## config.mk

```make
export PLATFORM = sky130hd
export DESIGN_NAME = uart_word_rx
export DESIGN_NICKNAME = d
export VERILOG_FILES = /design/src/rtl/uart_rx_pkg.sv /design/src/rtl/uart_rx_sync.sv /design/src/rtl/uart_word_rx.sv
export SDC_FILE = /design/constraint.sdc
export NUM_CORES = 1
export LEC_CHECK = 0
export BUFFER_PORTS_ARGS = -buffer_cell sky130_fd_sc_hd__buf_2
export CAP_MARGIN = 20
export CORE_ASPECT_RATIO = 1.75
export CORE_MARGIN = 8
export CORE_UTILIZATION = 63
export DETAILED_ROUTE_END_ITERATION = 10
export PLACE_DENSITY = 0.89
export SETUP_SLACK_MARGIN = 0.3
export SLEW_MARGIN = 20
export SYNTH_ARGS = -nofsm -noshare
export SYNTH_HDL_FRONTEND = slang
export SYNTH_SLANG_ARGS = --single-unit
```

## constraint.sdc

```tcl
create_clock -name clk -period 7.8 [get_ports clk]
set_clock_uncertainty 0.1 [all_clocks]
set_input_delay 1.17 -clock clk [delete_from_list [all_inputs] [get_ports clk]]
set_output_delay 1.17 -clock clk [all_outputs]
set_load 0.01 [all_outputs]
```

## src/rtl/uart_rx_pkg.sv

```systemverilog
// Shared types and constants for the UART word receiver.
package uart_rx_pkg;

    typedef enum logic [2:0] {
        IDLE,
        START,
        DATA,
        PARITY,
        STOP
    } state_e;

    localparam int   DATA_BITS   = 8;
    localparam int   WORD_BYTES  = 4;
    localparam logic PARITY_EVEN = 1'b1;

endpackage

```

## src/rtl/uart_rx_sync.sv

```systemverilog
// Two-flop synchronizer for the asynchronous serial line.
// Both flops reset to the idle-high line level.
module uart_rx_sync (
    input  logic clk,
    input  logic rst,
    input  logic in_i,
    output logic out_o
);

    logic meta_q;
    logic sync_q;

    always_ff @(posedge clk or posedge rst) begin
        if (rst) begin
            meta_q <= 1'b1;
            sync_q <= 1'b1;
        end else begin
            meta_q <= in_i;
            sync_q <= meta_q;
        end
    end

    assign out_o = sync_q;

endmodule

```

## src/rtl/uart_word_rx.sv

```systemverilog
// UART receiver: 8E1 frames are deserialized, checked, and packed
// four at a time into a 32-bit word (byte0 in the low bits).
module uart_word_rx
    import uart_rx_pkg::*;
#(
    parameter int CLKS_PER_BIT = 16,
    parameter int TIMEOUT_BITS = 20
) (
    input  logic        clk,
    input  logic        rst,
    input  logic        rx,
    output logic [31:0] data_out,
    output logic        data_valid,
    output logic        parity_err,
    output logic        frame_err,
    output logic [1:0]  byte_idx,
    output logic        busy
);

    localparam int CNT_W          = $clog2(CLKS_PER_BIT);
    localparam int TIMEOUT_CYCLES = TIMEOUT_BITS * CLKS_PER_BIT;
    localparam int TO_W           = $clog2(TIMEOUT_CYCLES);

    localparam logic [CNT_W-1:0] HALF_BIT = CNT_W'(CLKS_PER_BIT / 2 - 1);
    localparam logic [CNT_W-1:0] FULL_BIT = CNT_W'(CLKS_PER_BIT - 1);
    localparam logic [TO_W-1:0]  TO_LAST  = TO_W'(TIMEOUT_CYCLES - 1);

    logic rxSync;

    state_e      state_q,     state_d;
    logic [CNT_W-1:0] clkCnt_q, clkCnt_d;
    logic [2:0]  bitCnt_q,    bitCnt_d;
    logic [7:0]  shift_q,     shift_d;
    logic        parity_q,    parity_d;
    logic [31:0] word_q,      word_d;
    logic [1:0]  byteIdx_q,   byteIdx_d;
    logic [31:0] dataOut_q,   dataOut_d;
    logic        dataValid_q, dataValid_d;
    logic        parityErr_q, parityErr_d;
    logic        frameErr_q,  frameErr_d;
    logic [TO_W-1:0] idleCnt_q, idleCnt_d;
    logic        expParity;

    uart_rx_sync u_sync (
        .clk   (clk),
        .rst   (rst),
        .in_i  (rx),
        .out_o (rxSync)
    );

    assign expParity = (^shift_q) ^ !PARITY_EVEN;

    always_ff @(posedge clk or posedge rst) begin
        if (rst) begin
            state_q     <= IDLE;
            clkCnt_q    <= '0;
            bitCnt_q    <= '0;
            shift_q     <= '0;
            parity_q    <= 1'b0;
            word_q      <= '0;
            byteIdx_q   <= '0;
            dataOut_q   <= '0;
            dataValid_q <= 1'b0;
            parityErr_q <= 1'b0;
            frameErr_q  <= 1'b0;
            idleCnt_q   <= '0;
        end else begin
            state_q     <= state_d;
            clkCnt_q    <= clkCnt_d;
            bitCnt_q    <= bitCnt_d;
            shift_q     <= shift_d;
            parity_q    <= parity_d;
            word_q      <= word_d;
            byteIdx_q   <= byteIdx_d;
            dataOut_q   <= dataOut_d;
            dataValid_q <= dataValid_d;
            parityErr_q <= parityErr_d;
            frameErr_q  <= frameErr_d;
            idleCnt_q   <= idleCnt_d;
        end
    end

    always_comb begin
        state_d     = state_q;
        clkCnt_d    = clkCnt_q + 1'b1;
        bitCnt_d    = bitCnt_q;
        shift_d     = shift_q;
        parity_d    = parity_q;
        word_d      = word_q;
        byteIdx_d   = byteIdx_q;
        dataOut_d   = dataOut_q;
        dataValid_d = 1'b0;
        parityErr_d = 1'b0;
        frameErr_d  = 1'b0;
        idleCnt_d   = '0;

        unique case (state_q)
            IDLE: begin
                clkCnt_d = '0;
                if (!rxSync) begin
                    state_d  = START;
                    bitCnt_d = '0;
                end else if (byteIdx_q != 2'd0) begin
                    // A stalled partial word is abandoned after a long idle gap.
                    if (idleCnt_q == TO_LAST) begin
                        byteIdx_d = '0;
                    end else begin
                        idleCnt_d = idleCnt_q + 1'b1;
                    end
                end
            end
            START: begin
                if (clkCnt_q == HALF_BIT) begin
                    clkCnt_d = '0;
                    state_d  = rxSync ? IDLE : DATA;
                end
            end
            DATA: begin
                if (clkCnt_q == FULL_BIT) begin
                    clkCnt_d = '0;
                    shift_d  = {rxSync, shift_q[7:1]};
                    bitCnt_d = bitCnt_q + 1'b1;
                    if (bitCnt_q == 3'(DATA_BITS - 1)) begin
                        state_d = PARITY;
                    end
                end
            end
            PARITY: begin
                if (clkCnt_q == FULL_BIT) begin
                    clkCnt_d = '0;
                    parity_d = rxSync;
                    state_d  = STOP;
                end
            end
            STOP: begin
                // Leave at the stop mid-sample so a following start edge is not missed.
                if (clkCnt_q == FULL_BIT) begin
                    clkCnt_d = '0;
                    state_d  = IDLE;
                    if (!rxSync) begin
                        frameErr_d = 1'b1;
                        byteIdx_d  = '0;
                    end else if (parity_q != expParity) begin
                        parityErr_d = 1'b1;
                        byteIdx_d   = '0;
                    end else begin
                        word_d[{byteIdx_q, 3'b000} +: 8] = shift_q;
                        byteIdx_d = byteIdx_q + 1'b1;
                        if (byteIdx_q == 2'(WORD_BYTES - 1)) begin
                            dataOut_d   = word_d;
                            dataValid_d = 1'b1;
                        end
                    end
                end
            end
            default: state_d = IDLE;
        endcase
    end

    assign data_out   = dataOut_q;
    assign data_valid = dataValid_q;
    assign parity_err = parityErr_q;
    assign frame_err  = frameErr_q;
    assign byte_idx   = byteIdx_q;
    assign busy       = (state_q != IDLE);

endmodule

```

# Word-level counts from Yosys, hierarchy flattened
# Cells that the tools add are included.
# classes
eq_ne	19
shifts	2
addsub	5
n_reduce_logical	14
bitwise_logic	1
n_mux	38
# op_table
operator	n
2-to-1 mux 9 bit	4
bitwise mux 32 bit	1
variable shift 8 x 7 -> 32 bit, first input constant	1
indexed part select 8 x 7 -> 32 bit	1
2-to-1 mux 3 bit	8
inequality test 2 bit, second input constant	8
one-hot mux 3 bit (5 select lines)	1
2-to-1 mux 2 bit	7
2-to-1 mux 1 bit	12
one-hot mux 4 bit (3 select lines)	1
AND reduction 5 bit	2
adder 9 x 1 -> 9 bit, second input constant	1
equality test 9 bit, second input constant	1
2-to-1 mux 4 bit	2
parity 8 bit	1
negation 5 -> 7 bit	1
equality test 3 x 2 -> 1 bit, second input constant	2
equality test 3 bit, second input constant	2
one-hot mux 3 bit (2 select lines)	1
AND reduction 6 bit	1
nonzero test 2 bit	3
adder 4 x 1 -> 4 bit, second input constant	1
equality test 4 x 3 -> 1 bit, second input constant	1
equality test 4 bit, second input constant	1
other kinds (14)	15
# word_totals
register_bits	99
inputBits	3
elab_cells	93

# Depth between registers and ports, before layout
# depth
word_depth	6
depth_mapped	8
depth_no_buf	6

# Modules after synthesis
# From an unflattened synthesis, not the netlist that was laid out.
# unflattened
cells_unflattened	384
hier_area_um2	4194.0
# by_module_without_submodules
module	seq_area_each_um2	instances	cells_each	area_per_inst_um2
uart_word_rx	2227.1	1	381	4137.7
uart_rx_sync	52.6	1	3	56.3

# Worst setup path before layout
# No wires, ideal clock.
# synth_timing
path_kind	register to register
from	register byteIdx_q[0], in the netlist byte_idx[0]
to	register dataOut_q[31], in the netlist data_out[31]
stages_incl_launch_ff	7
slack_ps	5551
path_buffers	1
t_required_ps	7634
period_less_slack_ps	2249
t_arrival_ps	2084
cell_sequence	dfrtp_1 -> inv_1 -> ha_1 -> nor4b_1 -> and3_1 -> buf_2 -> a22o_1
# synth_via
elab_chain_cells	3
elab_cells_between_ends	6
classes_between	add/sub (1); eq/ne (1); shift (2); mux (1); reduce/logical (1)
# synth_lines
item	line_no	source
start: declaration	uart_word_rx.sv:36	logic [1:0] byteIdx_q, byteIdx_d;
start signal: assignment	uart_word_rx.sv:74	byteIdx_q <= byteIdx_d;
negation 5 -> 7 bit	uart_word_rx.sv:147	word_d[{byteIdx_q, 3'b000} +: 8] = shift_q;
indexed part select 8 x 7 -> 32 bit / variable shift 8 x 7 -> 32 bit (equally long branches)	uart_word_rx.sv:147	
bitwise mux 32 bit	uart_word_rx.sv:147	
end signal: assignment	uart_word_rx.sv:75	dataOut_q <= dataOut_d;
end: declaration	uart_word_rx.sv:37	logic [31:0] dataOut_q, dataOut_d;
# Parallel ways exist; a longest one is shown, timed or not.
# A chain may end at the register's enable or synchronous reset.

# Worst setup path after layout
# layout_timing
from	register state_q[2]
to	output busy
# layout_via
elab_chain_cells	1
# layout_lines
item	line_no	source
start: declaration	uart_word_rx.sv:30	state_e state_q, state_d;
start signal: assignment	uart_word_rx.sv:68	state_q <= state_d;
nonzero test 3 bit	uart_word_rx.sv:165	assign busy = (state_q != IDLE);
end: declaration	uart_word_rx.sv:17	output logic busy
# Every way passes these cells.

==> out/results.tsv <==
stage	metric	value	unit
final_layout	final_nets	424	
logic_synthesis	seq_area_frac_synth	55.8	%
setup_path	crit_chain	nor3_1 > inv_1 > buf_2	
setup_path	cp_top_family	flip-flops	
floorplan	design.core.area	6390	µm²
setup_path	crit_buf_inv	2	
logic_synthesis	yosys.cell_types.count	40	
logic_synthesis	ys_ff_latch	91	
run_status	status	finished clean	
final_layout	layout-drive-gt1-share	18.5	%
logic_synthesis	yosysTopAreaCell	dfrtp_1	
worst_hold_path	hold_path_class	flip-flop to flip-flop	
clock_tree	clkSinkCount	91	
detailed_routing	dr.pass1.iters	4	
grt	grt_start_max_net_pins	92	
setup_path	slowest_stage	dfrtp_1	
setup_path	rrSetupSlack	5.00	ns
floorplan	pin_count	41	
setup_path	critPathMaxStageDelay	0.47	ns
grt	grt_antenna_before_repair	0	
floorplan	placementRows	39	
job	maxCapViolations	0	
worst_hold_path	hp-start	u_sync.meta_q$_DFF_PP1_	
clock_tree	cts_tree	yes	
setup_path	cp_max_fo	8	
timing	finalCriticalPeriod	2.84	ns
floorplan	die_w	76.9	µm
logic_synthesis	synth_cells	384	
timing	slew_violations	0	
worst_hold_path	worstHoldEndpoint	u_sync.out_o$_DFF_PP1_	
grt	grt_util_met3	6.23	%
pwr	power_density	221	nW/µm²
place	gp_congestion	0.844	
clock_tree	numCtsBuffers	9	
clock_tree	cts-root-buf	clkbuf_16	
place	place_ws	5.18	ns
floorplan	die_y	123	µm
clock_tree	htree_levels	3	
logic_synthesis	synthArstFlopShare	100	%
detailed_routing	drtAntennaViolNets	0	
grt	met1_usage	20.2	%
setup_path	worstPathArrival	1.57	ns
timing	fin_crit_sh	36.4	%
clock_tree	clk_path_buf_depth	2	
setup_path	rr_endpoint	word_q[22]$_DFFE_PP0P_	
timing	setup_tns	0	ns
place	dpl_cell_area	4310	µm²
final_layout	stdcell_count	499	
clock_tree	clock_latency	0.34	ns
logic_synthesis	ys_warn_count	0	
final_layout	diodes	0	
logic_synthesis	synth_top_area_share	54.5	%
detailed_routing	wl_per_cell	16.9	µm
detailed_routing	drc	0	
logic_synthesis	syn_nets	396	
clock_tree	hold_buffers	0	
clock_tree	path_clk_slew	0.06	ns
final_layout	area_growth	12.3	%
grt	busiest_layer	met2	
setup_path	required	6.53	ns
detailed_routing	detail_route.iter0.violations	179	
timing	hold_viol_final	0	
floorplan	die_area	9420	µm²
logic_synthesis	synth_area	4090	µm²
clock_tree	post_cts_resized	0	
detailed_routing	vias	2955	
place	dp_cells	483	
final_layout	n_fill_cell	446	
clock_tree	post_cts_buffers	0	
place	dpl.hpwl	5.66	mm
grt	grt_pass1_wl	14.1	mm
timing	finalWorstSetupSlack	4.96	ns
final_layout	fin_area	4590	µm²
timing	whs	0.257	ns
timing	max_freq	352	MHz
grt	grt_pass1_vias	2918	
pwr	total_power	1.02	mW
timing	maxSlewHeadroom	32.5	%
logic_synthesis	synth_common_cells	dfrtp_1, nand2_1, o21ai_1	
timing	setup_viol	0	
final_layout	utilization	71.8	%
pwr	ir_drop	0.000173	V
pwr	leakage	2.19	nW
worst_hold_path	holdPathStages	0	
logic_synthesis	synth_most_common_cell	dfrtp_1	
setup_path	start_kind	flip-flop	
grt	use_met2	31.9	%
setup_path	critPathKind	flip-flop to output port	
detailed_routing	routed_via_density	5.92	
setup_path	crit_path_end_kind	output port	
floorplan	initial_core_util	63.9	%
logic_synthesis	synth_area_leaders	dfrtp_1, a22o_1, nand2_1	
setup_path	timing.rr.start	byte_idx[0]$_DFFE_PP0P_	
detailed_routing	routed_wl	8.45	mm
logic_synthesis	synth_edf_count	0	
place	io_buffers	40	
timing	rsz0062_at_grt	false	
timing	tightest_slew	1.00	ns
setup_path	ff2ff_path_depth	6	
grt	gr-total-overflow	0	
logic_synthesis	avgSynthCellArea	10.6	µm²
grt	grt_usage	19.0	%
logic_synthesis	synth_ff_type	dfrtp_1	
[layer usage]
metal  vias to the layer above  wire length [µm]
met5                         -                 0
met4                         0               333
met3                        26               482
met2                        89              4350
met1                      1463              3280
li1                       1377                 -
[flip-flops by register name, indices dropped and copies added (netlist names), 2 cells and up]
register,flops
bitCnt_q,3
byte_idx,2
clkCnt_q,4
data_out,32
idleCnt_q,9
shift_q,8
state_q,3
word_q,24
[layout make-up]
class                           instances  area [µm²]  share of cell area [%]
Clock buffer                           10         229                    4.99
Clock inverter                          6        41.3                   0.899
Inverter                                8        31.3                   0.681
Multi-Input combinational cell        260        1690                    36.8
Sequential cell                        91        2280                    49.6
Tap cell                               82         103                    2.23
Timing Repair Buffer                   42         219                    4.77
[power by group]
part           total [mW]  switching [mW]  internal, mW
Clock               0.392           0.177         0.216
Combinational       0.101          0.0574        0.0439
Sequential          0.522          0.0281         0.494
Total                1.02           0.262         0.753
[how the worst max path moves through the flow]
stage | startpoint | to | slack, ns | depth (start not counted)
final | state_q[2]$_DFFE_PP0P_ | busy | 4.96 | 3
after global routing | state_q[2]$_DFFE_PP0P_ | busy | 4.77 | 3
after CTS | state_q[2]$_DFFE_PP0P_ | busy | 4.96 | 3
after detailed placement | byte_idx[0]$_DFFE_PP0P_ | word_q[2]$_DFFE_PP0P_ | 5.18 | 5
after global placement | byte_idx[0]$_DFFE_PP0P_ | word_q[1]$_DFFE_PP0P_ | 5.04 | 5
after floorplan | rst | bitCnt_q[0]$_DFFE_PP0P_ | 4.17 | 1
[cell usage in the layout, fill, tap and decap left out, drive strengths merged, types with 2 or more instances in the layout]
master	netlist	layout
a21oi	26	26
a22o	25	25
and2	2	2
and3	7	7
buf	14	42
clkbuf	11	10
clkinv	0	3
clkinvlp	0	3
dfrtp	89	89
dfstp	2	2
ha	9	9
inv	8	8
mux2	9	9
mux2i	3	3
nand2	49	49
nand3	12	12
nand3b	2	2
nor2	19	19
nor2b	27	27
nor3	3	3
nor3b	2	2
o21ai	39	39
xnor2	6	6
xnor3	2	2
xor2	6	6
[logic make-up after synthesis]
family,synth area share [%]
muxes,3.31
DFF,55.8
buffers and inverters,3.43
AOI/OAI and AO/OA,14.1
and+or+nand+nor,16.5
adders and majority gates,2.75
xor gates and xnor gates,4.13
Power figures use the tool's default switching activity.
